## src/rtl/muldiv_pkg.sv

```systemverilog
// Shared definitions for the EX-stage multiply/divide unit.
//   md_op_e    : op codes carried on op_EX
//   md_state_e : FSM state encoding of ex_muldiv_unit
//   DIV0_LO    : LO value produced by a divide by zero (all ones, sliced to WIDTH)
package muldiv_pkg;

    typedef enum logic [1:0] {
        MD_MULT  = 2'b00,
        MD_MULTU = 2'b01,
        MD_DIV   = 2'b10,
        MD_DIVU  = 2'b11
    } md_op_e;

    typedef enum logic [1:0] {
        IDLE  = 2'b00,
        CALC  = 2'b01,
        FIXUP = 2'b10
    } md_state_e;

    // Wide enough for any supported WIDTH (<= 64); users take the low WIDTH bits.
    localparam logic [63:0] DIV0_LO = '1;

endpackage

```

## src/rtl/md_iter_step.sv

```systemverilog
// One combinational iteration of the iterative multiply/divide datapath.
// The accumulator is {upper, lower}, each WIDTH bits.
//   multiply (op_is_div=0): upper = partial product, lower = remaining multiplier bits.
//     If lower[0] is set the operand is added to upper, then the whole
//     {carry, upper, lower} is shifted right by one.
//   divide   (op_is_div=1): upper = partial remainder, lower = dividend bits / quotient.
//     {upper, lower[MSB]} is trial-subtracted by the divisor (restoring divide);
//     the lower half shifts left and its lsb is left 0 for the caller to fill
//     with q_bit.
// Ports:
//   acc       in   2*WIDTH  current accumulator
//   operand   in   WIDTH    multiplicand magnitude or divisor magnitude
//   op_is_div in   1        selects divide step
//   acc_next  out  2*WIDTH  next accumulator (quotient slot = 0)
//   q_bit     out  1        next quotient bit (0 for multiply)
module md_iter_step #(
    parameter int WIDTH = 32
) (
    input  logic [2*WIDTH-1:0] acc,
    input  logic [WIDTH-1:0]   operand,
    input  logic               op_is_div,
    output logic [2*WIDTH-1:0] acc_next,
    output logic               q_bit
);

    logic [WIDTH:0] sum;
    logic [WIDTH:0] trial;
    logic [WIDTH:0] diff;

    always_comb begin
        sum      = {1'b0, acc[2*WIDTH-1:WIDTH]} + (acc[0] ? {1'b0, operand} : '0);
        trial    = {acc[2*WIDTH-1:WIDTH], acc[WIDTH-1]};
        diff     = trial - {1'b0, operand};
        acc_next = '0;
        q_bit    = 1'b0;
        if (op_is_div) begin
            // trial < 2*divisor, so bit WIDTH of the difference is a clean borrow flag.
            q_bit    = ~diff[WIDTH];
            acc_next = {(q_bit ? diff[WIDTH-1:0] : trial[WIDTH-1:0]),
                        acc[WIDTH-2:0], 1'b0};
        end else begin
            acc_next = {sum, acc[WIDTH-1:1]};
        end
    end

endmodule

```

## src/rtl/ex_muldiv_unit.sv

```systemverilog
// EX-stage iterative multiply/divide unit owning the HI/LO registers.
// MULT/MULTU/DIV/DIVU run one iteration per cycle on operand magnitudes,
// then a fix-up cycle applies signs and writes HI/LO. MTHI/MTLO write
// HI/LO directly while the unit is idle.
// Optional build macro MULDIV_FAST_MUL_EN: multiplies use a single-cycle
// product and skip the iteration phase (IDLE -> FIXUP). Divide is unaffected.
// Ports:
//   clk, reset          clock and synchronous active-high reset
//   start_EX, op_EX     start strobe and op code (md_op_e)
//   dr1_EX, dr2_EX      rs / rt operands
//   flush_EX            abort in-flight op / drop a start in the same cycle
//   hi_we, lo_we, wdata MTHI / MTLO write port (idle only)
//   hi, lo              architectural HI / LO
//   busy                state != IDLE
//   done                one-cycle pulse when new HI/LO first visible
module ex_muldiv_unit
    import muldiv_pkg::*;
#(
    parameter int WIDTH = 32
) (
    input  logic             clk,
    input  logic             reset,
    input  logic             start_EX,
    input  logic [1:0]       op_EX,
    input  logic [WIDTH-1:0] dr1_EX,
    input  logic [WIDTH-1:0] dr2_EX,
    input  logic             flush_EX,
    input  logic             hi_we,
    input  logic             lo_we,
    input  logic [WIDTH-1:0] wdata,
    output logic [WIDTH-1:0] hi,
    output logic [WIDTH-1:0] lo,
    output logic             busy,
    output logic             done
);

    localparam int CNT_W = (WIDTH > 1) ? $clog2(WIDTH) : 1;
    localparam logic [CNT_W-1:0] CNT_LAST = CNT_W'(WIDTH - 1);

    md_state_e        state;
    md_state_e        state_next;
    logic [CNT_W-1:0] cnt;

    logic [2*WIDTH-1:0] acc;
    logic [WIDTH-1:0]   opnd;
    logic               is_div;
    logic               neg_q;
    logic               neg_r;
    logic               div0;

    logic               op_signed;
    logic               op_div;
    logic [WIDTH-1:0]   mag1;
    logic [WIDTH-1:0]   mag2;
    logic               take_start;

    logic [2*WIDTH-1:0] step_acc;
    logic               step_q;

    // Magnitude of a possibly signed operand; the most negative value maps to itself,
    // which is also its correct unsigned magnitude.
    function automatic logic [WIDTH-1:0] magnitude(input logic signed [WIDTH-1:0] v,
                                                   input logic is_signed);
        logic [WIDTH-1:0] r;
        r = v;
        if (is_signed && (v < 0)) r = -r;
        return r;
    endfunction

    function automatic logic [WIDTH-1:0] apply_sign(input logic [WIDTH-1:0] v,
                                                    input logic neg);
        logic [WIDTH-1:0] r;
        r = v;
        if (neg) r = -r;
        return r;
    endfunction

    function automatic logic [2*WIDTH-1:0] apply_sign_2w(input logic [2*WIDTH-1:0] v,
                                                         input logic neg);
        logic [2*WIDTH-1:0] r;
        r = v;
        if (neg) r = -r;
        return r;
    endfunction

    assign op_signed  = ~op_EX[0];
    assign op_div     = op_EX[1];
    assign mag1       = magnitude(dr1_EX, op_signed);
    assign mag2       = magnitude(dr2_EX, op_signed);
    assign take_start = (state == IDLE) && start_EX && !flush_EX;

    md_iter_step #(.WIDTH(WIDTH)) u_step (
        .acc       (acc),
        .operand   (opnd),
        .op_is_div (is_div),
        .acc_next  (step_acc),
        .q_bit     (step_q)
    );

    // Control: state register, iteration counter, done pulse
    always_ff @(posedge clk) begin
        if (reset) begin
            state <= IDLE;
            cnt   <= '0;
            done  <= 1'b0;
        end else begin
            state <= state_next;
            done  <= (state == FIXUP) && !flush_EX;
            if (state == CALC) cnt <= cnt + CNT_W'(1);
            else               cnt <= '0;
        end
    end

    always_comb begin
        state_next = state;
        busy       = (state != IDLE);
        case (state)
            IDLE: begin
                if (take_start) begin
`ifdef MULDIV_FAST_MUL_EN
                    state_next = op_div ? CALC : FIXUP;
`else
                    state_next = CALC;
`endif
                end
            end
            CALC: begin
                if (flush_EX)             state_next = IDLE;
                else if (cnt == CNT_LAST) state_next = FIXUP;
            end
            FIXUP:   state_next = IDLE;
            default: state_next = IDLE;
        endcase
    end

    // Datapath: operand latch and iteration accumulator
    always_ff @(posedge clk) begin
        if (take_start) begin
            is_div <= op_div;
            neg_q  <= op_signed & (dr1_EX[WIDTH-1] ^ dr2_EX[WIDTH-1]);
            neg_r  <= op_signed & dr1_EX[WIDTH-1];
            div0   <= (dr2_EX == '0);
            if (op_div) begin
                acc  <= {{WIDTH{1'b0}}, mag1};
                opnd <= mag2;
            end else begin
`ifdef MULDIV_FAST_MUL_EN
                acc  <= {{WIDTH{1'b0}}, mag1} * {{WIDTH{1'b0}}, mag2};
`else
                acc  <= {{WIDTH{1'b0}}, mag2};
`endif
                opnd <= mag1;
            end
        end else if (state == CALC) begin
            acc <= step_acc | {{(2*WIDTH-1){1'b0}}, step_q};
        end
    end

    // Architectural HI/LO: fix-up result or MTHI/MTLO
    always_ff @(posedge clk) begin
        if (reset) begin
            hi <= '0;
            lo <= '0;
        end else if (state == IDLE) begin
            if (!start_EX) begin
                if (hi_we) hi <= wdata;
                if (lo_we) lo <= wdata;
            end
        end else if ((state == FIXUP) && !flush_EX) begin
            if (is_div) begin
                hi <= apply_sign(acc[2*WIDTH-1:WIDTH], neg_r);
                lo <= div0 ? DIV0_LO[WIDTH-1:0] : apply_sign(acc[WIDTH-1:0], neg_q);
            end else begin
                {hi, lo} <= apply_sign_2w(acc, neg_q);
            end
        end
    end

endmodule

```

## config.mk

```make
export PLATFORM = sky130hd
export DESIGN_NAME = ex_muldiv_unit
export DESIGN_NICKNAME = d
export VERILOG_FILES = /design/src/rtl/muldiv_pkg.sv /design/src/rtl/md_iter_step.sv /design/src/rtl/ex_muldiv_unit.sv
export SDC_FILE = /design/constraint.sdc
export NUM_CORES = 1
export LEC_CHECK = 0
export ABC_CLOCK_PERIOD_IN_PS = 8650
export CORE_ASPECT_RATIO = 1.25
export CORE_MARGIN = 10
export CORE_UTILIZATION = 41
export CTS_CLUSTER_DIAMETER = 80
export CTS_CLUSTER_SIZE = 30
export DETAILED_ROUTE_END_ITERATION = 8
export SLEW_MARGIN = 20
export SYNTH_ARGS = -nofsm -noshare
export SYNTH_HDL_FRONTEND = slang
export SYNTH_HIERARCHICAL = 1
export SYNTH_SLANG_ARGS = --single-unit
export TNS_END_PERCENT = 30
```

## constraint.sdc

```tcl
create_clock -name clk -period 8.65 [get_ports clk]
set_clock_uncertainty 0.15 [all_clocks]
set_input_delay 1.73 -clock clk [delete_from_list [all_inputs] [get_ports clk]]
set_output_delay 1.73 -clock clk [all_outputs]
set_load 0.005 [all_outputs]
```

## After elaboration in Yosys (flattened, before gate mapping)

Index checks and enable logic that the tools add are counted.

- Flip-flop bits (word level): 172
- Latch bits: 0
- Bits in writable memories: 0
- Memory bits (read-only): 0
- Memories: 0

- $add $sub $neg: 8
- $mul: 0
- Div/mod/pow operators: 0
- Magnitude comparators: 2
- Equality and inequality tests: 8
- Shifts and indexed selects: 0
- Multiplexer cells: 28
- Bitwise operators: 7
- Reduce and logical (&&, ||, !) cells: 15

Operators with widths:

| operator | count |
|---|---|
| $mux W32 | 19 |
| $mux W64 | 4 |
| $neg A32 Y32 | 4 |
| $lt A32 B1 Y1 const B | 2 |
| $neg A64 Y64 | 1 |
| $or A64 B1 Y64 | 1 |
| $add A32 B33 Y33 | 1 |
| $sub A33 B32 Y33 | 1 |
| $logic_not A32 Y1 | 1 |
| $ne A2 B2 Y1 const B | 4 |
| $mux W2 | 3 |
| $reduce_and A3 Y1 | 2 |
| $reduce_bool A2 Y1 | 3 |
| $add A5 B1 Y5 const B | 1 |
| $eq A5 B5 Y1 const B | 1 |
| $logic_and A1 B1 Y1 | 5 |
| $pmux W2 S2 | 1 |
| $ne A3 B2 Y1 const B | 1 |
| $not A1 Y1 | 3 |
| $and A1 B1 Y1 | 2 |
| $eq A2 B1 Y1 const B | 1 |
| $eq A2 B2 Y1 const B | 1 |
| $logic_not A2 Y1 | 1 |
| $reduce_and A2 Y1 | 1 |
| 4 further kinds | 4 |

## Longest topological paths before layout

- Word-level depth: 6
- Gate-level depth with buffers: 14
- Mapped depth without buffers: 13

## Cells and area by module

Netlist, hierarchy kept.

By module, submodules not included:

| module | times used | cells each | area an instance (um2) | seq. area each (um2) |
|---|---|---|---|---|
| ex_muldiv_unit | 1 | 1,216 | 10,639.0 | 4,444.3 |
| md_iter_step | 1 | 685 | 4,680.7 | 0.0 |

## Worst setup path before layout

No wires, ideal clock.

- Kind: reg2reg
- Start point: register state[0]
- End point: register acc[0], enable pin
- Library setup time: 0.574 ns
- Arrival time: 5.179 ns
- Required time: 7.926 ns
- Setup slack: 2.747 ns
- Stages on the path, launching flop included: 4
- Cells stage by stage: dfxtp_1 clkbuf_1 inv_1 o21ai_0

- Cells in the longest elaborated chain, start to end: 4
- Elaborated cells between the ends (all ways): 5

RTL lines:

| item | RTL line | RTL |
|---|---|---|
| start: declaration | ex_muldiv_unit.sv:40 | `md_state_e state;` |
| start signal: assignment | ex_muldiv_unit.sv:107 | `state <= state_next;` |
| $logic_not A2 Y1 | ex_muldiv_unit.sv:90 | `assign take_start = (state == IDLE) && start_EX && !flush_EX;` |
| $logic_and A1 B1 Y1 (2 in a row) | ex_muldiv_unit.sv:90 |  |
| $reduce_bool A2 Y1 (no source line) * | -- |  |
| end signal: assignment | ex_muldiv_unit.sv:144 | `acc <= {{WIDTH{1'b0}}, mag1};` |
| end signal: assignment | ex_muldiv_unit.sv:150 | `acc <= {{WIDTH{1'b0}}, mag2};` |
| end signal: assignment | ex_muldiv_unit.sv:155 | `acc <= step_acc \| {{(2*WIDTH-1){1'b0}}, step_q};` |
| end: declaration | ex_muldiv_unit.sv:44 | `logic [2*WIDTH-1:0] acc;` |

Every way passes the cells marked *; elsewhere a longest branch is shown, timed or not.
A chain may end at the register's enable or synchronous reset.

## Worst setup path in the final report

- Start point: register acc[0]
- End point: register acc[63] (data pin)

- Cells in the longest elaborated chain, start to end: 6

RTL lines:

| item | RTL line | RTL |
|---|---|---|
| $mux W32 | md_iter_step.sv:31 | `sum = {1'b0, acc[2*WIDTH-1:WIDTH]} + (acc[0] ? {1'b0, operand} : '0);` |
| $add A32 B33 Y33 | md_iter_step.sv:31 |  |
| $mux W64 | md_iter_step.sv:36 | `if (op_is_div) begin` |
| net step_acc[63] | ex_muldiv_unit.sv:57 | `logic [2*WIDTH-1:0] step_acc;` |
| $or A64 B1 Y64 | ex_muldiv_unit.sv:155 |  |
| $mux W64 | ex_muldiv_unit.sv:154 | `end else if (state == CALC) begin` |
| $mux W64 | ex_muldiv_unit.sv:138 | `if (take_start) begin` |

The timed path passes the listed nets, and every way through them passes these cells. The select of a mux whose other input is x is not followed.

==> impl_metrics.py <==
metrics = {
    "run_status": {
        "status": "finished clean",
    },
    "sta": {
        "setup_viol": 0,
        "fin_tns_setup_ns": 0,
        "period_share_pct": 60.3,
        "period_minus_slack_ns": 5.22,
        "hold_violations": 0,
        "rsz0062_at_grt": "false",
        "worst_slew_pin_slew_ns": 1.05,
        "slew_viol_final": 0,
        "slew_headroom_pct": 29.9,
        "fmax_mhz": 192,
        "fin_ws_ns": 3.43,
    },
    "synthesis": {
        "synth_ff_type": "edfxtp_1",
        "syn_avg_cell_area_um2": 8.06,
        "synth-seq-cells": 172,
        "async_flop_share_pct": 0,
        "synth_nets": 2077,
        "ys_seq_area_share_pct": 29.0,
        "synth-edff-count": 100,
        "syn_area_mm2": 0.0153,
        "yosysWarningCount": 6,
        "syn_inst": 1901,
        "ys_types": 79,
    },
    "pwr": {
        "p_switching_mw": 1.13,
        "comb_power_share_pct": 35.9,
        "peakVddDrop_mv": 0.165,
        "seq_power_share_pct": 36.7,
        "power_density_mw_per_mm2": 165,
        "p_int_mw": 1.83,
        "p_sw_share_pct": 38.3,
        "p_leak_nw": 6.70,
        "pwr-share-clk_pct": 27.4,
    },
    "worst_setup_path": {
        "crit_required_ns": 8.73,
        "critPathTopFamily": "compound AO/OA/AOI/OAI gates",
        "cp_num_buf_inv": 1,
        "rrSetupSlack_ns": 3.43,
        "slowest_stage": "edfxtp_1",
        "cp.arrival_ns": 5.30,
        "worstSetupStartpointType": "flip-flop",
        "critPathMaxFanout": 20,
        "path_class": "reg2reg",
        "endpoint_kind": "flip-flop",
        "path_cells": "buf_4, and2_1, ha_1, fa_1, a211oi_1, o21bai_1, o41ai_1, a21oi_1, o211a_1, o211ai_1, nand2_1, nor4_1, nor4_1, and2_1",
        "slowest_delay_ns": 0.70,
    },
    "global_route": {
        "grt_max_degree": 72,
        "grt_pass1_vias": 14633,
        "antenna_found_initial": 0,
        "grt_pass1_wl_um": 87000,
        "grt_overflow": 0,
        "grt_util_all_layers_pct": 24.5,
    },
    "clocking": {
        "clock_path_buffers": 2,
        "postCtsSetupBuffers": 0,
        "cts.sinks": 172,
        "cts_tree": "done",
        "cts_buffers": 17,
        "htree_levels": 4,
        "hold_buffers": 0,
        "clock-root-buffer": "clkbuf_16",
        "post_cts_resized": 0,
        "insertion_delay_ns": 0.46,
        "clkTransAtPathRegs_ns": 0.08,
    },
    "place": {
        "gp_congestion": 0.926,
        "dp_hpwl_um": 44900,
        "placed_cells": 2474,
        "pre_cts_slack_ns": 3.22,
        "place.port_buffers": 169,
    },
    "floorplanning": {
        "dieHeight_um": 236,
        "ioPinCount": 170,
        "chipWidth_um": 193,
        "die_area_mm2": 0.0455,
        "core-area_mm2": 0.0371,
        "rows": 79,
        "initial_utilization_pct": 41.3,
    },
    "min_path": {
        "min_path_type": "reg2reg",
    },
    "drt": {
        "num_vias": 15260,
        "drc": 0,
        "drt_iter0_drc": 1303,
        "drtPass1Iterations": 6,
        "totalWireLength_um": 58400,
        "wl_per_cell_um": 23.3,
        "postRouteAntennaNets": 0,
        "via_per_inst": 6.09,
    },
    "finish": {
        "final_common_cell": "a21oi_1",
        "instances_no_fill": 2507,
        "fin_util_pct": 48.5,
        "antennaDiodeCount": 0,
        "num-nets-final": 2184,
        "drive_above_1_share_pct": 6.43,
        "area_growth_pct": 17.3,
        "final_cell_mix": "a21oi_1, nand2_1, nor2_1",
    },
    "run": {
        "max_cap_viol_count": 0,
    },
}
power by group through the flow:
| stage | Sequential (mW) | Combinational [mW] | Clock (mW) |
|---|---|---|---|
| 6_report | 1.09 | 1.06 | 0.809 |
| 5_1_grt | 1.09 | 1.16 | 0.850 |
| 4_1_cts | 1.08 | 1.05 | 0.822 |
| 3_5_place_dp | 1.10 | 1.04 | 0 |
| 3_3_place_gp | 1.10 | 1.04 | 0 |
| 2_1_floorplan | 1.04 | 0.735 | 0 |
registers in the layout, summed over array words and instances (netlist names):
register	count
acc	64
hi	32
lo	32
opnd	32
cnt	5
state	2
div0	1
done	1
is_div	1
neg_q	1
neg_r	1
metal layers:
layer  up-vias  share of wire (%)  GRT usage (%)  wire length, µm
met4         0                5.0           13.1             2930
met5         -                  0              0                0
met3       141                5.7           2.85             3310
met2       611                 48           41.4            28200
met1      7235                 41           29.6            24000
li1       7273                  -              -                -
kinds of logic after synthesis:
kind of cell               after synthesis  synth area share [%]
and+or+nand+nor                        676                  22.2
AOI/OAI and AO/OA                      576                  24.2
buffers and inverters                  173                  4.45
DFF                                    172                  29.0
xor gates and xnor gates               158                  9.03
muxes                                   74                  5.14
adders and majority gates               72                  5.98
worst register-to-register path, delay by kind of cell, from the launching register on:
| family | cells | cell delay (ns) |
|---|---|---|
| simple gates | 5 | 1.14 |
| fa+ha+maj | 2 | 0.67 |
| compound gates | 6 | 1.97 |
| buf+inv | 1 | 0.35 |
| flops | 1 | 0.70 |
final timing paths:
check / startpoint / endpoint / cells past startpoint
min reg2reg: lo[31]$_SDFFE_PP0P_ / lo[31]$_SDFFE_PP0P_ / 2
max: acc[0]$_DFFE_PP_ / acc[63]$_SDFFCE_PP0P_ / 14
max reg2reg: acc[0]$_DFFE_PP_ / acc[63]$_SDFFCE_PP0P_ / 14
min: lo[31]$_SDFFE_PP0P_ / lo[31]$_SDFFE_PP0P_ / 2
synth_stat cells, types with 9 or more instances:
master | instances | area [µm²]
a211oi_1 | 20 | 150
a21o_1 | 39 | 293
a21oi_1 | 184 | 921
a221oi_1 | 10 | 87.6
a31oi_1 | 22 | 138
and2_1 | 70 | 438
and3_1 | 13 | 81.3
clkbuf_1 | 84 | 315
dfxtp_1 | 72 | 1440
edfxtp_1 | 100 | 3000
ha_1 | 70 | 876
inv_1 | 73 | 274
mux2_2 | 37 | 417
mux2i_1 | 37 | 370
nand2_1 | 177 | 664
nand2b_1 | 22 | 138
nand3_1 | 37 | 185
nand4_1 | 12 | 75.1
nor2_1 | 176 | 661
nor2b_1 | 12 | 75.1
nor3_1 | 51 | 255
nor4_1 | 31 | 194
o211ai_1 | 13 | 97.6
o21ai_0 | 122 | 611
o221ai_1 | 33 | 289
o22ai_1 | 10 | 62.6
o31ai_1 | 26 | 195
o41ai_1 | 19 | 166
or2_2 | 9 | 56.3
or3_1 | 17 | 106
or4_1 | 16 | 120
xnor2_1 | 95 | 832
xor2_1 | 63 | 552
layout make-up:
type,count,area (µm²)
fillers,3732,19100
multi-input cells,1556,10200
flip-flops and latches,172,4440
repair buffers,188,1830
well taps,486,608
clock buffers,17,425
inverters,73,274
clock inverters,15,168
through the flow:
| step | total power [mW] | area, µm² | hold WS, ns |
|---|---|---|---|
| final | 2.96 | 18000 | 0.302 |
| after global routing | 3.11 | 18000 | 0.323 |
| after CTS | 2.95 | 18000 | 0.304 |
| after detailed placement | 2.14 | 17400 | 0.286 |
| after global placement | 2.13 | 17400 | 0.284 |
| after floorplan | 1.77 | 15300 | 0.268 |
(Power assumes the default switching activity.)
